`src/rtl/load_store_aligner_pkg.sv`:
```
// Shared CPU package for the load/store aligner: access-size and FSM state
// encodings plus small size-decoding helpers shared by the top and load_extend.
package load_store_aligner_pkg;

    typedef enum logic [1:0] {
        SZ_BYTE  = 2'd0,
        SZ_HALF  = 2'd1,
        SZ_WORD  = 2'd2,
        SZ_DWORD = 2'd3
    } size_e;

    typedef enum logic [1:0] {
        ST_IDLE = 2'd0,
        ST_MEM  = 2'd1,
        ST_RSP  = 2'd2
    } state_e;

    // Low-order data-bit mask covering one access of the given size (64-bit max).
    function automatic logic [63:0] size_mask(input size_e s);
        case (s)
            SZ_BYTE: size_mask = 64'h0000_0000_0000_00FF;
            SZ_HALF: size_mask = 64'h0000_0000_0000_FFFF;
            SZ_WORD: size_mask = 64'h0000_0000_FFFF_FFFF;
            default: size_mask = 64'hFFFF_FFFF_FFFF_FFFF;
        endcase
    endfunction

    // Lane-0 byte-enable pattern for the given size (8 lanes max).
    function automatic logic [7:0] size_be(input size_e s);
        case (s)
            SZ_BYTE: size_be = 8'h01;
            SZ_HALF: size_be = 8'h03;
            SZ_WORD: size_be = 8'h0F;
            default: size_be = 8'hFF;
        endcase
    endfunction

    // Natural alignment check; a dword access is never legal on a 32-bit path.
    function automatic logic is_aligned(input size_e s, input logic [2:0] addr_lo,
                                        input logic dw64);
        case (s)
            SZ_BYTE: is_aligned = 1'b1;
            SZ_HALF: is_aligned = (addr_lo[0] == 1'b0);
            SZ_WORD: is_aligned = (addr_lo[1:0] == 2'b00);
            default: is_aligned = dw64 && (addr_lo == 3'b000);
        endcase
    endfunction

endpackage

```
`src/rtl/load_store_aligner_extend.sv`:
```
// load_extend: right-shifts read data by the byte lane, truncates to the
// access size and sign/zero-extends to DW bits. Purely combinational.
// Ports: rdata_i (full-width read data), lane_i (byte lane), size_i,
//        unsigned_i (1 = zero-extend), result_o (extended load value).
module load_extend
    import load_store_aligner_pkg::*;
#(
    parameter int unsigned DW = 32
) (
    input  logic [DW-1:0]              rdata_i,
    input  logic [$clog2(DW/8)-1:0]    lane_i,
    input  size_e                      size_i,
    input  logic                       unsigned_i,
    output logic [DW-1:0]              result_o
);

    logic [DW-1:0] shifted;
    logic [DW-1:0] lo_mask;
    logic          sign;

    // Extension via masks so a full-width access passes through untouched.
    always_comb begin
        shifted = rdata_i >> {lane_i, 3'b000};
        lo_mask = DW'(size_mask(size_i));
        case (size_i)
            SZ_BYTE: sign = shifted[7];
            SZ_HALF: sign = shifted[15];
            SZ_WORD: sign = shifted[31];
            default: sign = shifted[DW-1];
        endcase
        result_o = shifted & lo_mask;
        if (!unsigned_i && sign) begin
            result_o = result_o | ~lo_mask;
        end
    end

endmodule

```
`src/rtl/load_store_aligner.sv`:
```
// load_store_aligner: turns a CPU byte-addressed load/store into one aligned
// full-width memory access (byte enables + lane-shifted data) and returns the
// extended load result. Misaligned requests are answered without touching memory.
// Ports: clk/rst (async active-high); req_* CPU request (valid/ready handshake);
//        mem_* memory request held until mem_ready; rsp_* one-cycle response.
module load_store_aligner
    import load_store_aligner_pkg::*;
#(
    parameter int unsigned DW = 32,
    parameter int unsigned AW = 32
) (
    input  logic            clk,
    input  logic            rst,
    input  logic            req_valid,
    output logic            req_ready,
    input  logic            req_we,
    input  logic [1:0]      req_size,
    input  logic            req_unsigned,
    input  logic [AW-1:0]   req_addr,
    input  logic [DW-1:0]   req_wdata,
    output logic            mem_valid,
    output logic            mem_we,
    output logic [AW-1:0]   mem_addr,
    output logic [DW/8-1:0] mem_be,
    output logic [DW-1:0]   mem_wdata,
    input  logic            mem_ready,
    input  logic [DW-1:0]   mem_rdata,
    output logic            rsp_valid,
    output logic [DW-1:0]   rsp_rdata,
    output logic            rsp_misalign
);

    localparam int unsigned BW = DW / 8;
    localparam int unsigned LW = $clog2(BW);

    state_e          state_q, state_d;
    logic            we_q, we_d;
    size_e           size_q, size_d;
    logic            uns_q, uns_d;
    logic [LW-1:0]   lane_q, lane_d;
    logic            req_ready_q, req_ready_d;
    logic            mem_valid_q, mem_valid_d;
    logic            mem_we_q, mem_we_d;
    logic [AW-1:0]   mem_addr_q, mem_addr_d;
    logic [BW-1:0]   mem_be_q, mem_be_d;
    logic [DW-1:0]   mem_wdata_q, mem_wdata_d;
    logic            rsp_valid_q, rsp_valid_d;
    logic [DW-1:0]   rsp_rdata_q, rsp_rdata_d;
    logic            rsp_misalign_q, rsp_misalign_d;

    size_e           req_size_e;
    logic [LW-1:0]   req_lane;
    logic            req_aligned;
    logic [BW-1:0]   req_be;
    logic [DW-1:0]   req_wdata_sh;
    logic [DW-1:0]   ext_rdata;

    // Decode the incoming request into lane, enables and shifted store data.
    always_comb begin
        req_size_e   = size_e'(req_size);
        req_lane     = req_addr[LW-1:0];
        req_aligned  = is_aligned(req_size_e, req_addr[2:0], DW == 64);
        req_be       = BW'(size_be(req_size_e)) << req_lane;
        req_wdata_sh = (req_wdata & DW'(size_mask(req_size_e))) << {req_lane, 3'b000};
    end

    load_extend #(.DW(DW)) u_load_extend (
        .rdata_i    (mem_rdata),
        .lane_i     (lane_q),
        .size_i     (size_q),
        .unsigned_i (uns_q),
        .result_o   (ext_rdata)
    );

    // Next-state and registered-output logic.
    always_comb begin
        state_d        = state_q;
        we_d           = we_q;
        size_d         = size_q;
        uns_d          = uns_q;
        lane_d         = lane_q;
        mem_valid_d    = mem_valid_q;
        mem_we_d       = mem_we_q;
        mem_addr_d     = mem_addr_q;
        mem_be_d       = mem_be_q;
        mem_wdata_d    = mem_wdata_q;
        rsp_valid_d    = 1'b0;
        rsp_rdata_d    = rsp_rdata_q;
        rsp_misalign_d = rsp_misalign_q;

        case (state_q)
            ST_IDLE: begin
                if (req_valid && req_ready_q) begin
                    we_d   = req_we;
                    size_d = req_size_e;
                    uns_d  = req_unsigned;
                    lane_d = req_lane;
                    if (req_aligned) begin
                        state_d     = ST_MEM;
                        mem_valid_d = 1'b1;
                        mem_we_d    = req_we;
                        mem_addr_d  = req_addr & ~AW'(BW - 1);
                        mem_be_d    = req_be;
                        mem_wdata_d = req_we ? req_wdata_sh : '0;
                    end else begin
                        state_d        = ST_RSP;
                        rsp_valid_d    = 1'b1;
                        rsp_misalign_d = 1'b1;
                        rsp_rdata_d    = '0;
                    end
                end
            end
            ST_MEM: begin
                if (mem_ready) begin
                    state_d        = ST_RSP;
                    mem_valid_d    = 1'b0;
                    mem_we_d       = 1'b0;
                    mem_addr_d     = '0;
                    mem_be_d       = '0;
                    mem_wdata_d    = '0;
                    rsp_valid_d    = 1'b1;
                    rsp_misalign_d = 1'b0;
                    rsp_rdata_d    = we_q ? '0 : ext_rdata;
                end
            end
            ST_RSP:  state_d = ST_IDLE;
            default: state_d = ST_IDLE;
        endcase

        req_ready_d = (state_d == ST_IDLE);
    end

    always_ff @(posedge clk or posedge rst) begin
        if (rst) begin
            state_q        <= ST_IDLE;
            we_q           <= 1'b0;
            size_q         <= SZ_BYTE;
            uns_q          <= 1'b0;
            lane_q         <= '0;
            req_ready_q    <= 1'b0;
            mem_valid_q    <= 1'b0;
            mem_we_q       <= 1'b0;
            mem_addr_q     <= '0;
            mem_be_q       <= '0;
            mem_wdata_q    <= '0;
            rsp_valid_q    <= 1'b0;
            rsp_rdata_q    <= '0;
            rsp_misalign_q <= 1'b0;
        end else begin
            state_q        <= state_d;
            we_q           <= we_d;
            size_q         <= size_d;
            uns_q          <= uns_d;
            lane_q         <= lane_d;
            req_ready_q    <= req_ready_d;
            mem_valid_q    <= mem_valid_d;
            mem_we_q       <= mem_we_d;
            mem_addr_q     <= mem_addr_d;
            mem_be_q       <= mem_be_d;
            mem_wdata_q    <= mem_wdata_d;
            rsp_valid_q    <= rsp_valid_d;
            rsp_rdata_q    <= rsp_rdata_d;
            rsp_misalign_q <= rsp_misalign_d;
        end
    end

    assign req_ready    = req_ready_q;
    assign mem_valid    = mem_valid_q;
    assign mem_we       = mem_we_q;
    assign mem_addr     = mem_addr_q;
    assign mem_be       = mem_be_q;
    assign mem_wdata    = mem_wdata_q;
    assign rsp_valid    = rsp_valid_q;
    assign rsp_rdata    = rsp_rdata_q;
    assign rsp_misalign = rsp_misalign_q;

endmodule

```
`config.mk`:
```
export PLATFORM = sky130hd
export DESIGN_NAME = load_store_aligner
export DESIGN_NICKNAME = d
export VERILOG_FILES = /design/src/rtl/load_store_aligner_pkg.sv /design/src/rtl/load_store_aligner_extend.sv /design/src/rtl/load_store_aligner.sv
export SDC_FILE = /design/constraint.sdc
export NUM_CORES = 1
export LEC_CHECK = 0
export CAP_MARGIN = 10
export CORE_ASPECT_RATIO = 0.6
export CORE_MARGIN = 5
export CORE_UTILIZATION = 47
export CTS_CLUSTER_DIAMETER = 200
export CTS_CLUSTER_SIZE = 30
export DETAILED_ROUTE_END_ITERATION = 8
export PLACE_DENSITY_LB_ADDON = 0.1
export SLEW_MARGIN = 20
export SYNTH_ARGS = -nofsm -noshare
export SYNTH_HDL_FRONTEND = slang
export SYNTH_SLANG_ARGS = --single-unit
```
`constraint.sdc`:
```
create_clock -name clk -period 7.4 [get_ports clk]
set_input_delay 1.11 -clock clk [delete_from_list [all_inputs] [get_ports clk]]
set_output_delay 1.11 -clock clk [all_outputs]
set_load 0.01 [all_outputs]
```
* Yosys cells after proc, flatten, opt, wreduce, memory -nomap -nowiden
Cells that the tools add are included.
** Operators by class
- Equal/unequal tests :: 9
- Shift-type cells :: 3
- Mux-type cells :: 41
- Bitwise logic cells :: 5
- Reduce and logical (&&, ||, !) cells :: 12
** Operators by type and width (number)
- 32-bit two-way mux :: 11
- 32-bit case mux with 2 select lines :: 3
- 32-bit case mux with 3 select lines :: 2
- 32-bit bitwise AND :: 2
- 32-bit inverter :: 1
- 32-bit bitwise OR :: 1
- 32-bit by 5-bit left shift with 32-bit output :: 1
- 32-bit by 5-bit >> shifter with 32-bit output :: 1
- 4-bit two-way mux :: 3
- 4-bit case mux with 3 select lines :: 1
- 2-bit logical NOT :: 5
- 1-bit two-way mux :: 10
- 1-bit case mux with 2 select lines :: 5
- 2-bit inequality test (second input constant) :: 4
- 4-bit case mux with 2 select lines :: 1
- 4-bit AND reduction :: 2
- 2-bit by 1-bit == test with 1-bit output (second input constant) :: 3
- 2-bit two-way mux :: 3
- 2-bit == test (second input constant) :: 2
- 2-bit case mux with 2 select lines :: 1
- 4-bit by 2-bit left shift with 4-bit output :: 1
- 1-bit case mux with 3 select lines :: 1
- 1-bit logical AND :: 2
- 2-bit AND reduction :: 1
- other kinds (3) :: 3
** Storage, ports and cells
- Bits in registers :: 113
- Bits of input ports :: 104
- Output and inout port bits :: 105
- Logic and storage cells :: 84

* Depth between registers and ports, before layout
- Depth in word-level cells :: 8
- Gate-level depth with buffers :: 7
- Gate-level depth less buffers :: 5

* Cells and area by module
From an unflattened synthesis, not the netlist that was laid out.
** Unflattened totals
- Cell total of the unflattened synthesis :: 602
- Area, all modules :: 6032.0 µm²
** By module, submodules not included
- load_store_aligner :: instances 1, cells an instance 495, area an instance 5327.6 µm², sequential area each 2777.7 µm²
- load_extend :: instances 1, cells an instance 107, area an instance 704.4 µm², sequential area each 0.0 µm²

* Worst setup path before layout
OpenSTA, ideal clock, no wires.
- Path type :: input to register
- Start :: input req_addr[0]
- End :: register mem_wdata_q[25] (netlist: mem_wdata[25])
- Setup time :: 0.121 ns
- Arrival :: 2.173 ns
- Required time :: 7.279 ns
- Setup slack :: 5.106 ns
- Stages :: 7
- Buffers on the path :: 3
- Cells stage by stage :: buf_4 -> o21ai_2 -> nand3_1 -> and2_1 -> clkbuf_1 -> buf_2 -> a22o_1
** Between the ends
- Word-level cells in the longest chain between the ends :: 5
- Elaborated cells between the ends (all ways) :: 10
- Classes of those cells :: 1 x eq/ne; 1 x shift; 5 x mux; 1 x bitwise; 2 x reduce/logical
** RTL lines
- from (decl) :: line load_store_aligner.sv:19 : input logic [AW-1:0] req_addr,
- 32-bit by 5-bit left shift with 32-bit output :: line load_store_aligner.sv:64 : req_wdata_sh = (req_wdata & DW'(size_mask(req_size_e))) << {req_lane, 3'b000};
- 32-bit two-way mux :: line load_store_aligner.sv:104 : mem_wdata_d = req_we ? req_wdata_sh : '0;
- 32-bit two-way mux :: line load_store_aligner.sv:98 : if (req_aligned) begin
- 32-bit two-way mux :: line load_store_aligner.sv:93 : if (req_valid && req_ready_q) begin
- 32-bit case mux with 2 select lines :: line load_store_aligner.sv:91 : case (state_q)
- to (signal assigned) :: line load_store_aligner.sv:160 : mem_wdata_q <= mem_wdata_d;
- to (decl) :: line load_store_aligner.sv:46 : logic [DW-1:0] mem_wdata_q, mem_wdata_d;
Parallel ways exist; a longest one is shown, timed or not. The select of a mux whose other input is x is not followed.
A chain may end at the register's enable or synchronous reset.

* Worst setup path in the final report
- Start :: input req_size[1]
- End :: register mem_wdata_q[3] (netlist: mem_wdata[3])
** Between the ends
- Word-level cells in the longest chain between the ends :: 8
- Elaborated cells between the ends (all ways) :: 13
- Classes of those cells :: 3 x eq/ne; 1 x shift; 6 x mux; 1 x bitwise; 2 x reduce/logical
** RTL lines
- from (decl) :: line load_store_aligner.sv:17 : input logic [1:0] req_size,
- 2-bit == test (tied with other cells) :: line load_store_aligner_pkg.sv:20, load_store_aligner_pkg.sv:41
- 32-bit case mux with 3 select lines :: line load_store_aligner_pkg.sv:20 : case (s)
- 32-bit bitwise AND :: line load_store_aligner.sv:64
- 32-bit by 5-bit left shift with 32-bit output :: line load_store_aligner.sv:64
- 32-bit two-way mux :: line load_store_aligner.sv:104
- 32-bit two-way mux :: line load_store_aligner.sv:98
- 32-bit two-way mux :: line load_store_aligner.sv:93
- 32-bit case mux with 2 select lines :: line load_store_aligner.sv:91
Parallel ways exist; a longest one is shown, timed or not. The select of a mux whose other input is x is not followed.

==> flow_summary.yaml <==
sta:
  hold_viol_final: 0
  fin_crit_sh_pct: 44.4
  drv_slew: 0
  slew_headroom_pct: 44.6
  finalSetupViolCount: 0
  fin_tns_setup_ns: 0
  worst_pin_slew_ns: 0.831
  fmax_mhz: 304
  grt_setup_unrepaired: "no"
  fin_skew_ns: 0.00926
  period_needed_ns: 3.29
routing:
  dr.pass1.iters: 5
  num_vias: 4695
  drc_errors: 0
  avgRoutedWirePerCell_microns: 19.7
  drt-total-wl_microns: 16100
  viasPerCell: 5.74
  drt_iter0_markers: 425
  ant_nets: 0
setup_path:
  crit_slowest_cell: "clkdlybuf4s50_1"
  rr_startpoint: "state_q[0]$_DFF_PP0_"
  critPathLaunchType: "input pin"
  end_kind: "flip-flop"
  cp.arrival_ns: 3.57
  crit_type: "in -> reg"
  rr_endpoint: "mem_wdata[3]$_DFFE_PP0P_"
  crit_chain: "clkdlybuf4s50_1 > o21ai_1 > nand3_1 > buf_4 > and2_2 > a22o_1"
  crit_required_ns: 7.68
  rrSetupSlack_ns: 5.15
  slowest_delay_ns: 0.83
  critPathMaxFanout: 39
  r2r_cells: 5
global_routing:
  grt-ovfl-total: 0
  grt_max_degree: 59
  track_usage_pct: 23.8
  use_met3_pct: 9.61
  grt_pass1_wl_microns: 25700
  gr-usage-met1_pct: 34.2
  grt-busiest-layer: "met2"
  grt_pass1_vias: 4691
  antenna_found_initial: 0
  use_met2_pct: 34.3
synth:
  ys_seq_area_share_pct: 52.7
  synth-simple-area-share_pct: 15.0
  synthXorXnorAreaFrac_pct: 0.166
  ys_seq_elements: 111
  ys_warn_count: 0
  synth_top_cell_by_area: "dfrtp_1"
  synth_flop_cell: "dfrtp_1"
  post-synth-top-count-cell: "dfrtp_1"
  synthArstFlopShare_pct: 100
  synth.top_cell.area_share_pct: 52.7
  synth.area.top_cells: "dfrtp_1, nand2_1, a211o_1"
  yosys-top-cells-count: "dfrtp_1, nand2_1, nand3_1"
  syn_avg_cell_area_sq_um: 10.6
  synth_top_family_by_area: "compound AO/OA/AOI/OAI gates"
  synth_edf_count: 0
  synth_fa_ha_area_share_pct: 0
  synth_cells: 495
  yosys.cell_types.count: 52
  synth_area_sq_um: 5270
  synthMuxAreaShare_pct: 6.01
  synth-compound-area-share_pct: 20.6
clock_network:
  clk_pin_slew_ns: 0.08
  insertion_delay_ns: 0.35
  htree_levels: 3
  clk_path_buf_depth: 2
  cts-hold-fix-buffers: 0
  post_cts.repair.setup_buffers: 0
  cts_resized: 0
  numCtsBuffers: 9
  root_buffer: "clkbuf_16"
  cts_tree: "built"
  cts.sinks: 111
die:
  dieArea_sq_um: 13500
  fp.dieH_microns: 92.0
  core_area_sq_um: 10700
  initial_core_util_pct: 49.0
  fp.dieW_microns: 147
  rows: 29
  pin_count: 209
finish:
  diodes: 0
  final_area_sq_um: 7600
  drive_gt1_share_pct: 7.07
  syn_to_final_growth_pct: 44.3
  final_nets: 778
worst_hold_path:
  min_path_cells: 1
  worst_hold_startpoint: "rsp_misalign$_DFFE_PP0P_"
  whs_endpoint: "rsp_misalign$_DFFE_PP0P_"
  hold_path.class: "reg -> reg"
power_and_ir_drop:
  p_clk_share_pct: 18.5
  ir_drop_mv: 0.229
  p_leak_nw: 3.44
  pwr-share-comb_pct: 43.1
  swShare_pct: 35.1
  p_seq_share_pct: 38.4
  p_int_mw: 1.69
  p_switching_uw: 918
  power_density_nw_per_um2: 344
place:
  gp_congestion: 0.869
  placed_area_sq_um: 7300
  dp_hpwl_microns: 12100
  numPortBuffers: 206
outcome:
  status: "finished clean"
job:
  max_cap_violations: 0
kinds of logic after synthesis:
group | Yosys count
muxes | 26
buffers and inverters | 54
DFF | 111
xor gates and xnor gates | 1
AOI/OAI and AO/OA | 136
other | 1
and+or+nand+nor | 166
worst max path at each step:
stage	cells past startpoint	end	slack, ns	startpoint
finish	6	mem_wdata[3]$_DFFE_PP0P_	4.11	req_size[1]
global route	6	mem_wdata[3]$_DFFE_PP0P_	3.93	req_size[1]
CTS	6	mem_wdata[3]$_DFFE_PP0P_	3.76	req_size[1]
detailed placement	6	mem_wdata[3]$_DFFE_PP0P_	3.42	req_size[1]
global placement	6	mem_wdata[16]$_DFFE_PP0P_	3.54	req_size[1]
floorplan	1	lane_q[0]$_DFFE_PP0P_	3.36	rst
layout make-up:
type / instances / area (sq um)
inverter: 9 / 36.3
timing repair buffer: 212 / 2100
tap: 139 / 174
multi-input combinational: 331 / 2210
clock buffer: 9 / 225
fill: 808 / 3140
clock inverter: 7 / 75.1
sequential: 111 / 2780
stage by stage:
step | util (%) | cells | worst slack [ns] | hold slack [ns] | power, mW
after floorplan | - | 496 | 3.36 | 0.475 | 1.54
after global placement | 68.0 | 802 | 3.54 | 0.459 | 2.11
after detailed placement | 68.0 | 802 | 3.42 | 0.479 | 2.14
after CTS | 70.8 | 818 | 3.76 | 0.497 | 2.63
after global routing | 70.8 | 818 | 3.93 | 0.501 | 2.77
final | 70.8 | 818 | 4.11 | 0.494 | 2.61
registers in the layout, indices dropped and copies added, names as in the netlist:
name	cells
req_ready	1
mem_be	4
rsp_misalign	1
uns_q	1
state_q	2
mem_we	1
rsp_rdata	32
rsp_valid	1
we_q	1
mem_addr	30
size_q	2
mem_wdata	32
mem_valid	1
lane_q	2
metal layers:
layer | vias to the layer above | wire length [microns] | part of all wire [%]
met3 | 12 | 1890 | 12
met1 | 2307 | 7150 | 44
met4 | 0 | 146 | 0.91
li1 | 2162 | - | -
met2 | 214 | 6900 | 43
met5 | - | 0 | 0
critical path, delay by kind of cell:
family / cells / cell delay (ns)
compound gates: 2 / 0.49
simple gates: 2 / 0.77
buf+inv: 2 / 1.19
power groups by stage:
stage	Combinational, mW	Clock, mW	Sequential, mW
floorplan	0.490	0	1.05
detailed placement	1.13	0	1.01
global placement	1.11	0	1.00
finish	1.13	0.483	1.00
CTS	1.14	0.489	1.00
global route	1.22	0.514	1.03
cells in the final DEF, fill, tap and decap left out, types with 2 or more instances in the layout:
master	synthesis	routed
mux2i_1	17	17
inv_1	8	7
clkbuf_16	0	9
nand2b_1	3	3
nand2_1	89	89
nor3_1	2	2
a211o_1	20	20
clkinv_8	0	2
mux4_2	4	4
a22o_1	19	19
clkdlybuf4s50_1	0	205
a22oi_1	8	8
o2bb2ai_1	8	8
o21ai_0	16	16
a221o_1	16	16
nand3b_1	2	2
dfrtp_1	111	110
o21ai_1	6	6
mux2_2	5	5
conb_1	1	2
inv_6	0	2
nor2_1	12	12
o21a_1	7	7
o31ai_1	2	2
buf_4	7	6
a211oi_1	2	2
nand3_1	33	33
o22ai_1	8	8
a32o_1	12	12
a21oi_1	5	5
nor2b_1	13	13
(Power assumes the default switching activity.)
